`src/rtl/uart_rx_fifo_if.sv`:
```
// Signal bundle between the UART receiver/host logic and the receive FIFO.
// With UART_RX_TIMEOUT_EN defined the idle-timeout signals are added.
interface uart_rx_fifo_if #(
   parameter int ADDR_W = 4
);
   logic [7:0]      rx_data;
   logic            rx_data_valid;
   logic            rd_en;
   logic [7:0]      rd_data;
   logic            rd_data_valid;
   logic            clr_overrun;
   logic [ADDR_W:0] thresh;
   logic [ADDR_W:0] level;
   logic            empty;
   logic            full;
   logic            overrun;
   logic            thresh_irq;
`ifdef UART_RX_TIMEOUT_EN
   logic [15:0]     timeout_cycles;
   logic            rx_timeout;

   modport slave (
      input  rx_data, rx_data_valid, rd_en, clr_overrun, thresh, timeout_cycles,
      output rd_data, rd_data_valid, level, empty, full, overrun, thresh_irq, rx_timeout
   );
   modport master (
      output rx_data, rx_data_valid, rd_en, clr_overrun, thresh, timeout_cycles,
      input  rd_data, rd_data_valid, level, empty, full, overrun, thresh_irq, rx_timeout
   );
`else
   modport slave (
      input  rx_data, rx_data_valid, rd_en, clr_overrun, thresh,
      output rd_data, rd_data_valid, level, empty, full, overrun, thresh_irq
   );
   modport master (
      output rx_data, rx_data_valid, rd_en, clr_overrun, thresh,
      input  rd_data, rd_data_valid, level, empty, full, overrun, thresh_irq
   );
`endif
endinterface

```
`src/rtl/uart_rx_fifo.sv`:
```
// Circular byte FIFO behind the UART receiver: level/status, sticky overrun, threshold irq.
// Optional idle timeout (rx_timeout) is built when UART_RX_TIMEOUT_EN is defined.
module uart_rx_fifo #(
   parameter int DEPTH  = 16,
   parameter int ADDR_W = 4
) (
   input  logic           clk,
   input  logic           rst,
   uart_rx_fifo_if.slave  bus
);
   localparam logic [ADDR_W:0] LEVEL_FULL = (ADDR_W + 1)'(DEPTH);

   logic [7:0]        mem_q [DEPTH];
   logic [ADDR_W-1:0] wr_ptr_q, wr_ptr_d;
   logic [ADDR_W-1:0] rd_ptr_q, rd_ptr_d;
   logic [ADDR_W:0]   level_q, level_d;
   logic [7:0]        rd_data_q, rd_data_d;
   logic              rd_data_valid_q, rd_data_valid_d;
   logic              overrun_q, overrun_d;
   logic              thresh_irq_q, thresh_irq_d;
   logic              empty, full;
   logic              wr_acc, rd_acc, ovr_set;

   assign empty = (level_q == '0);
   assign full  = (level_q == LEVEL_FULL);

   // A read frees a slot in the same cycle, so a write while full is still taken then.
   assign rd_acc  = bus.rd_en && !empty;
   assign wr_acc  = bus.rx_data_valid && (!full || rd_acc);
   assign ovr_set = bus.rx_data_valid && full && !rd_acc;

   always_comb begin
      wr_ptr_d        = wr_ptr_q;
      rd_ptr_d        = rd_ptr_q;
      level_d         = level_q;
      rd_data_d       = rd_data_q;
      rd_data_valid_d = rd_acc;
      overrun_d       = overrun_q;
      if (wr_acc) begin
         wr_ptr_d = wr_ptr_q + ADDR_W'(1);
      end
      if (rd_acc) begin
         rd_ptr_d  = rd_ptr_q + ADDR_W'(1);
         rd_data_d = mem_q[rd_ptr_q];
      end
      case ({wr_acc, rd_acc})
         2'b10:   level_d = level_q + (ADDR_W + 1)'(1);
         2'b01:   level_d = level_q - (ADDR_W + 1)'(1);
         default: level_d = level_q;
      endcase
      if (ovr_set) begin
         overrun_d = 1'b1;
      end else if (bus.clr_overrun) begin
         overrun_d = 1'b0;
      end
      thresh_irq_d = (bus.thresh != '0) && (level_d >= bus.thresh);
   end

   always_ff @(posedge clk) begin
      if (wr_acc) begin
         mem_q[wr_ptr_q] <= bus.rx_data;
      end
   end

   always_ff @(posedge clk or posedge rst) begin
      if (rst) begin
         wr_ptr_q        <= '0;
         rd_ptr_q        <= '0;
         level_q         <= '0;
         rd_data_q       <= 8'h00;
         rd_data_valid_q <= 1'b0;
         overrun_q       <= 1'b0;
         thresh_irq_q    <= 1'b0;
      end else begin
         wr_ptr_q        <= wr_ptr_d;
         rd_ptr_q        <= rd_ptr_d;
         level_q         <= level_d;
         rd_data_q       <= rd_data_d;
         rd_data_valid_q <= rd_data_valid_d;
         overrun_q       <= overrun_d;
         thresh_irq_q    <= thresh_irq_d;
      end
   end

   assign bus.rd_data       = rd_data_q;
   assign bus.rd_data_valid = rd_data_valid_q;
   assign bus.level         = level_q;
   assign bus.empty         = empty;
   assign bus.full          = full;
   assign bus.overrun       = overrun_q;
   assign bus.thresh_irq    = thresh_irq_q;

`ifdef UART_RX_TIMEOUT_EN
   logic [15:0] idle_cnt_q, idle_cnt_d;

   // Saturates at timeout_cycles so rx_timeout stays up until the FIFO is serviced.
   always_comb begin
      idle_cnt_d = idle_cnt_q;
      if (wr_acc || rd_acc || empty) begin
         idle_cnt_d = '0;
      end else if (idle_cnt_q < bus.timeout_cycles) begin
         idle_cnt_d = idle_cnt_q + 16'd1;
      end
   end

   always_ff @(posedge clk or posedge rst) begin
      if (rst) begin
         idle_cnt_q <= '0;
      end else begin
         idle_cnt_q <= idle_cnt_d;
      end
   end

   assign bus.rx_timeout = (bus.timeout_cycles != '0) && (idle_cnt_q == bus.timeout_cycles) && !empty;
`endif
endmodule

```
`src/flat_wrapper.sv`:
```
// flat-port wrapper written by rule: the top's interface ports become plain ports
module uart_rx_fifo_flat 
#(
   parameter int DEPTH  = 16,
   parameter int ADDR_W = 4
)
  (clk, rst, bus_rx_data, bus_rx_data_valid, bus_rd_en, bus_clr_overrun, bus_thresh, bus_rd_data, bus_rd_data_valid, bus_level, bus_empty, bus_full, bus_overrun, bus_thresh_irq);
  uart_rx_fifo_if #(.ADDR_W(ADDR_W)) bus_i ();
  input  logic clk;
  input  logic rst;
  input wire logic [$bits(bus_i.rx_data)-1:0] bus_rx_data;
  input wire logic [$bits(bus_i.rx_data_valid)-1:0] bus_rx_data_valid;
  input wire logic [$bits(bus_i.rd_en)-1:0] bus_rd_en;
  input wire logic [$bits(bus_i.clr_overrun)-1:0] bus_clr_overrun;
  input wire logic [$bits(bus_i.thresh)-1:0] bus_thresh;
  output wire logic [$bits(bus_i.rd_data)-1:0] bus_rd_data;
  output wire logic [$bits(bus_i.rd_data_valid)-1:0] bus_rd_data_valid;
  output wire logic [$bits(bus_i.level)-1:0] bus_level;
  output wire logic [$bits(bus_i.empty)-1:0] bus_empty;
  output wire logic [$bits(bus_i.full)-1:0] bus_full;
  output wire logic [$bits(bus_i.overrun)-1:0] bus_overrun;
  output wire logic [$bits(bus_i.thresh_irq)-1:0] bus_thresh_irq;
  assign bus_i.rx_data = bus_rx_data;
  assign bus_i.rx_data_valid = bus_rx_data_valid;
  assign bus_i.rd_en = bus_rd_en;
  assign bus_i.clr_overrun = bus_clr_overrun;
  assign bus_i.thresh = bus_thresh;
  assign bus_rd_data = bus_i.rd_data;
  assign bus_rd_data_valid = bus_i.rd_data_valid;
  assign bus_level = bus_i.level;
  assign bus_empty = bus_i.empty;
  assign bus_full = bus_i.full;
  assign bus_overrun = bus_i.overrun;
  assign bus_thresh_irq = bus_i.thresh_irq;
  uart_rx_fifo #(.DEPTH(DEPTH), .ADDR_W(ADDR_W)) u_core (.clk(clk), .rst(rst), .bus(bus_i));
endmodule
```
`config.mk`:
```
export PLATFORM = sky130hd
export DESIGN_NAME = uart_rx_fifo_flat
export DESIGN_NICKNAME = d
export VERILOG_FILES = /design/src/rtl/uart_rx_fifo_if.sv /design/src/rtl/uart_rx_fifo.sv /design/src/flat_wrapper.sv
export SDC_FILE = /design/constraint.sdc
export NUM_CORES = 1
export LEC_CHECK = 0
export CAP_MARGIN = 10
export CELL_PAD_IN_SITES_DETAIL_PLACEMENT = 1
export CELL_PAD_IN_SITES_GLOBAL_PLACEMENT = 1
export CORE_ASPECT_RATIO = 1.5
export CORE_MARGIN = 4
export CORE_UTILIZATION = 33
export DETAILED_ROUTE_END_ITERATION = 8
export PLACE_DENSITY = 0.54
export REMOVE_ABC_BUFFERS = 1
export SLEW_MARGIN = 20
export SYNTH_ARGS = -nofsm -noshare
export SYNTH_HDL_FRONTEND = slang
export SYNTH_SLANG_ARGS = --single-unit
export TNS_END_PERCENT = 50
```
`constraint.sdc`:
```
create_clock -name clk -period 5.75 [get_ports clk]
set_input_delay 0.8625 -clock clk [delete_from_list [all_inputs] [get_ports clk]]
set_output_delay 0.8625 -clock clk [all_outputs]
set_load 0.03 [all_outputs]
```
==> out/results.tsv, run 1 <==
metric	value	unit
place_congestion	0.721	
hp-class	reg2reg	
synth-async-reset-ratio	15.8	%
powerDensity	507	nW/um^2
synth.distinct_cells	38	
totalWireLength	13900	um
cts-root-buf	clkbuf_16	
ys_dominant_reg_cell	edfxtp_1	
post-route-util	40.1	%
holdPathStages	2	
arrival	3.90	ns
outcome	complete, no violations	
h-tree-depth	4	
switching_share	32.9	%
path_max_fanout	23	
ys_seq_elements	152	
synth_enable_flop_cells	128	
start_util	33.6	%
nets	411	
dp_hpwl	8800	um
combPwrFrac	32.1	%
critPathKind	reg2reg	
reg2reg_from	u_core.bus.level[0]	
leakagePower	2.46	nW
drive_gt1_share	21.0	%
cts_tree	yes	
io_buffers	35	
netlist_area	6200	um^2
vias	3126	
max_freq	278	MHz
worst-slew-pin-transition	1.07	ns
die_w	120	um
dp_slack	1.85	ns
clkLatencyLatePin	0.42	ns
postCtsResizedCells	0	
setup_violations	0	
syn_avg_cell_area	18.4	um^2
grt_start_max_net_pins	36	
antenna_left	0	
ys_warn_count	0	
core.rowCount	61	
r2r_cells	13	
clkTransAtPathRegs	0.07	ns
io_pins	36	
hold_start	u_core.bus.overrun	
grt_pass1_vias	3602	
cts_buffers	17	
antenna_found_initial	0	
post_cts_buffers	0	
worst_ep_required_time	6.05	ns
cap_violations	0	
cts_buffer_depth	2	
irDropWorstVdd	0.206	mV
r2r_end	u_core.bus.thresh_irq	
drt_iter0_drc	138	
grt_pass1_wl	21700	um
drt-vias-per-instance	4.86	
switching_power	1.23	mW
holdPathEnd	u_core.bus.overrun	
dr.pass1.iters	4	
hold_viol	0	
seq_power_share	40.0	%
syn_inst	337	
fin_crit_sh	62.5	%
dieArea	21100	um^2
crit_path_end_kind	flip-flop	
relSlewSlack	28.6	%
min_period	3.59	ns
drc_errors	0	
finalClockSkew	0.00950	ns
cts_hold_repair.buffers	0	
clock-sinks	152	
r2r_slack	2.16	ns
drv_slew	0	
grt_util_all_layers	14.2	%
wl_per_cell	21.6	um
antenna_cells	0	
coreArea	18500	um^2
die-height	176	um
p_int	2.52	mW
pwr-share-clk	27.9	%
grt_overflow	0	
fin_ws	2.16	ns
fillers	1846	
syn_to_final_growth	19.4	%
finalSetupTns	0	ns
rsz0062_at_grt	no	
start_kind	flip-flop	
yosysSeqAreaShare	71.7	%
metal layers:
layer	part of all wire (%)	up-vias	GRT usage, %
met4	1.5	0	5.16
li1	-	1415	-
met1	39	1640	15.7
met5	0	-	0
met3	3.0	16	2.87
met2	57	55	26.7
Yosys cell counts (2+ instances only):
cell type    n  area share [%]
xnor2_1      7            0.99
buf_2        7            0.57
inv_1       10            0.61
nand2_1      9            0.54
nor3_1       4            0.32
o21ai_1      2            0.16
nor2_1      15            0.91
o21a_1       2            0.24
nor2b_1      9            0.91
xor2_1       3            0.42
mux4_2      32              12
dfrtp_1     24             9.7
nand2b_1     3            0.30
clkbuf_1     7            0.42
a21o_1       2            0.24
buf_1        3            0.18
mux2_1       4            0.73
o22ai_1      9            0.91
edfxtp_1   128              62
mux2_2       8             1.5
a211oi_1     8            0.97
a21oi_1     12            0.97
ha_1        13             2.6
nand4_1      2            0.20
layout by cell type (no fill, tap or decap), types with 2 or more instances in the layout:
master / instances
edfxtp_1: 128
clkdlybuf4s50_1: 35
mux4_2: 32
dfrtp_1: 23
clkbuf_16: 17
nor2_1: 15
ha_1: 13
a21oi_1: 12
inv_1: 10
nor2b_1: 9
nand2_1: 9
o22ai_1: 9
a211oi_1: 8
mux2_2: 8
xnor2_1: 7
buf_4: 5
mux2_1: 4
nor3_2: 4
clkinvlp_4: 4
inv_6: 4
xor2_1: 3
nand2b_1: 3
o21a_1: 2
o21ai_1: 2
a21o_1: 2
nand4_1: 2
clkinv_4: 2
worst max-delay path, stage by stage (launching register included):
cell     delay, ns
dfrtp_1       0.50
or4_4         0.57
o21a_1        0.18
buf_4         0.21
and2_4        0.21
fa_1          0.41
a21o_1        0.18
a21oi_1       0.28
nand3_1       0.12
a32oi_1       0.19
o21ai_1       0.12
ha_1          0.28
o22ai_1       0.16
a21oi_1       0.05
worst max path at each step:
stage / from / end / depth (start not counted)
finish: u_core.bus.level[0] / u_core.bus.thresh_irq / 13
global route: u_core.bus.level[0] / u_core.bus.thresh_irq / 13
CTS: u_core.bus.level[0] / u_core.bus.thresh_irq / 13
detailed placement: bus_rd_en / u_core.bus.thresh_irq / 13
global placement: bus_rd_en / u_core.bus.thresh_irq / 13
floorplan: u_core.bus.level[0] / u_core.bus.thresh_irq / 12
sequential cells by signal (all words and copies together), names as in the netlist:
register                  flops
u_core.bus.thresh_irq         1
u_core.bus.rd_data_valid      1
u_core.rd_ptr_q               4
u_core.mem_q                128
u_core.bus.overrun            1
u_core.bus.rd_data            8
u_core.wr_ptr_q               4
u_core.bus.level              5
cell families (layout without fill, tap and decap cells):
kind of cell               Yosys count  count (layout)  share of synthesized area [%]
adders and majority gates           14              14                           2.95
xor gates and xnor gates            10              10                           1.41
and+or+nand+nor                     49              49                           4.02
muxes                               44              44                           13.8
DFF                                152             152                           71.7
AOI/OAI and AO/OA                   41              41                           4.36
buffers and inverters               27              81                           1.78
layout make-up:
type / instances / area, um^2 / area share, %
Clock buffer: 18 / 429 / 5.80
Clock inverter: 13 / 121 / 1.64
Inverter: 10 / 37.5 / 0.507
Multi-Input combinational cell: 158 / 1670 / 22.5
Sequential cell: 152 / 4450 / 60.1
Tap cell: 252 / 315 / 4.26
Timing Repair Buffer: 40 / 388 / 5.24
power by group through the flow:
stage / combinational, mW / clock [mW] / sequential [mW]
5_1_grt: 1.34 / 1.12 / 1.52
3_3_place_gp: 1.23 / 0 / 1.52
3_5_place_dp: 1.25 / 0 / 1.53
2_1_floorplan: 0.626 / 0 / 1.68
6_report: 1.21 / 1.05 / 1.50
4_1_cts: 1.25 / 1.07 / 1.50
per-stage QoR:
step / hold slack, ns / total power [mW] / std cells / instance area [um^2]
after global routing: 0.614 / 3.98 / 643 / 7400
after CTS: 0.565 / 3.83 / 643 / 7400
final: 0.555 / 3.75 / 643 / 7400
after detailed placement: 0.555 / 2.78 / 612 / 6850
after floorplan: 0.556 / 2.30 / 320 / 6130
after global placement: 0.565 / 2.75 / 612 / 6850
Note: power is estimated with default switching activity, not from simulation.
==> inputs of run 2 (changes only) <==
PLACE_DENSITY = 0.56   (was 0.54)
clock period = 3.3 ns   (was 5.75 ns; I/O delays follow)
==> run 2 against run 1 <==
  * Core utilization increased by 1.5 points
  * Via count increased by 3.8%
  * Setup slack got worse by 2.0 ns
==> out/results.tsv, run 2 (synthesis gave the netlist of run 1 again) <==
metric	value	unit	change
cts_buffers	17		unchanged
startpoint	u_core.bus.level[1]		
critPathKind	reg2reg		
cts_tree	yes		
crit_path_end_kind	flip-flop		
relSlewSlack	57.0	%	+28 points
dr.pass1.iters	4		unchanged
irDropWorstVdd	0.377	mV	+83%
worst_ep_required_time	3.59	ns	-2.46 ns
io_buffers	35		unchanged
antenna_cells	0		unchanged
nets	437		+6.3%
finalClockSkew	0.00955	ns	+0.0000589 ns
outcome	complete, no violations		
r2r_slack	0.19	ns	-1.96 ns
path_cells	or4_4, o21a_1, and2_4, fa_2, a21o_1, a21oi_2, or3_1, a21boi_1, o21ai_1, ha_1, o22ai_1, a21oi_1		
totalWireLength	13800	um	-0.43%
grt_pass1_wl	21300	um	-1.9%
critPathMaxStageDelay	0.56	ns	about the same
powerDensity	896	nW/um^2	+77%
arrival	3.40	ns	-0.50 ns
clock-sinks	152		unchanged
drt-vias-per-instance	4.84		-0.35%
setup_violations	0		unchanged
drv_slew	0		unchanged
antenna_found_initial	0		unchanged
antenna_left	0		unchanged
io_pins	36		unchanged
grt_start_max_net_pins	35		-2.8%
fillers	1837		-0.49%
report.power.total	6.88	mW	+83%
drive_gt1_share	26.3	%	+5.3 points
place_congestion	0.758		+5.2%
hp-class	in2async		
drt_iter0_drc	147		+6.5%
crit_path_end	u_core.bus.thresh_irq		
layout_common_cells	edfxtp_1, clkdlybuf4s50_1, mux4_2		
hold_viol	0		unchanged
grt_overflow	0		unchanged
grt_pass1_vias	3726		+3.4%
top_register	u_core.mem_q		
die_w	120	um	unchanged
drc_errors	0		unchanged
dieArea	21100	um^2	unchanged
post-route-util	41.6	%	+1.5 points
path_max_fanout	5		-78%
largest_reg_flops	128		unchanged
clkTransAtPathRegs	0.07	ns	about the same
syn_to_final_growth	24.0	%	
cts_hold_repair.buffers	0		unchanged
cts_buffer_depth	2		unchanged
path_depth	12		-1
cap_violations	0		unchanged
r2r_cells	12		-1
start_util	33.6	%	unchanged
dp_hpwl	8930	um	+1.4%
die-height	176	um	unchanged
worst-slew-pin-transition	0.645	ns	-0.422 ns
start_kind	flip-flop		
min_period	3.11	ns	-0.488 ns
coreArea	18500	um^2	unchanged
stdcell_count	670		+4.2%
rsz0062_at_grt	no		
leakagePower	2.64	nW	+7.4%
core.rowCount	61		unchanged
cp_num_buf_inv	0		-1
clkLatencyLatePin	0.41	ns	about the same
max_freq	322	MHz	+16%
cts-root-buf	clkbuf_16		
h-tree-depth	4		unchanged
r2r_end	u_core.bus.thresh_irq		
final_common_cell	edfxtp_1		
multi_input_comb_area	1660	um^2	about the same
vias	3246		+3.8%
fin_crit_sh	94.1	%	+32 points
regArea	4450	um^2	unchanged
grt_util_all_layers	13.8	%	-0.43 points
critPathTopFamily	compound AO/OA/AOI/OAI gates		
reg2reg_from	u_core.bus.level[1]		
dp_cells	637		+4.1%
slowest_stage	or4_4		
wl_per_cell	20.6	um	-4.4%
run 2: cell types whose count changed in the layout (fill, tap and decap cells not counted), sizes merged:
cell / delta
buf: +26
inv: +5
clkinvlp: -3
bufinv: +2
clkinv: -2
clkbuf: -1
run 2: repair_timing:
item	in CTS	in global routing
setup endpoints to repair	0	1
hold endpoints to repair	0	0
setup buffers	0	1
gates resized for setup	0	3
run 2: area by class of cell:
class / instances / share of cell area (%)
sequential: 152 / 57.8
multi-input combinational: 158 / 21.6
timing repair buffer: 66 / 7.75
clock buffer: 17 / 5.53
tap: 252 / 4.10
clock inverter: 15 / 2.65
inverter: 10 / 0.488
run 2: worst min-delay path by stage:
stage                                     endpoint  slack (ns)  cells past startpoint
after floorplan                u_core.bus.level[0]        0.51                      1
after global placement          u_core.bus.overrun        0.52                      2
after detailed placement        u_core.bus.overrun        0.54                      2
after CTS                 u_core.bus.rd_data_valid        0.49                      2
after global routing         u_core.bus.rd_data[2]        0.52                      2
final                        u_core.bus.rd_data[7]        0.47                      2
run 2: stage by stage:
| step | TNS (ns) | setup slack (ns) | hold slack, ns | area [um^2] |
|---|---|---|---|---|
| final | 0 | 0.194 | 0.468 | 7690 |
| after CTS | 0 | 0.0236 | 0.494 | 7660 |
| after global placement | 0 | 0.122 | 0.520 | 7030 |
| after global routing | 0 | 0.0108 | 0.518 | 7690 |
| after detailed placement | 0 | 0.0328 | 0.541 | 7030 |
| after floorplan | -0.216 | -0.216 | 0.510 | 6130 |
run 2: power by group:
group          internal [mW]  switching, mW
sequential              2.39          0.190
combinational           1.07           1.17
clock                   1.23          0.838
total                   4.69           2.20
run 2: routing by layer:
| metal | vias to the layer above | global-route usage, % | share of wire (%) |
|---|---|---|---|
| met5 | - | 0 | 0 |
| met4 | 0 | 4.49 | 1.5 |
| met3 | 14 | 3.16 | 2.6 |
| met2 | 52 | 26.5 | 58 |
| met1 | 1712 | 14.6 | 38 |
| li1 | 1468 | - | - |
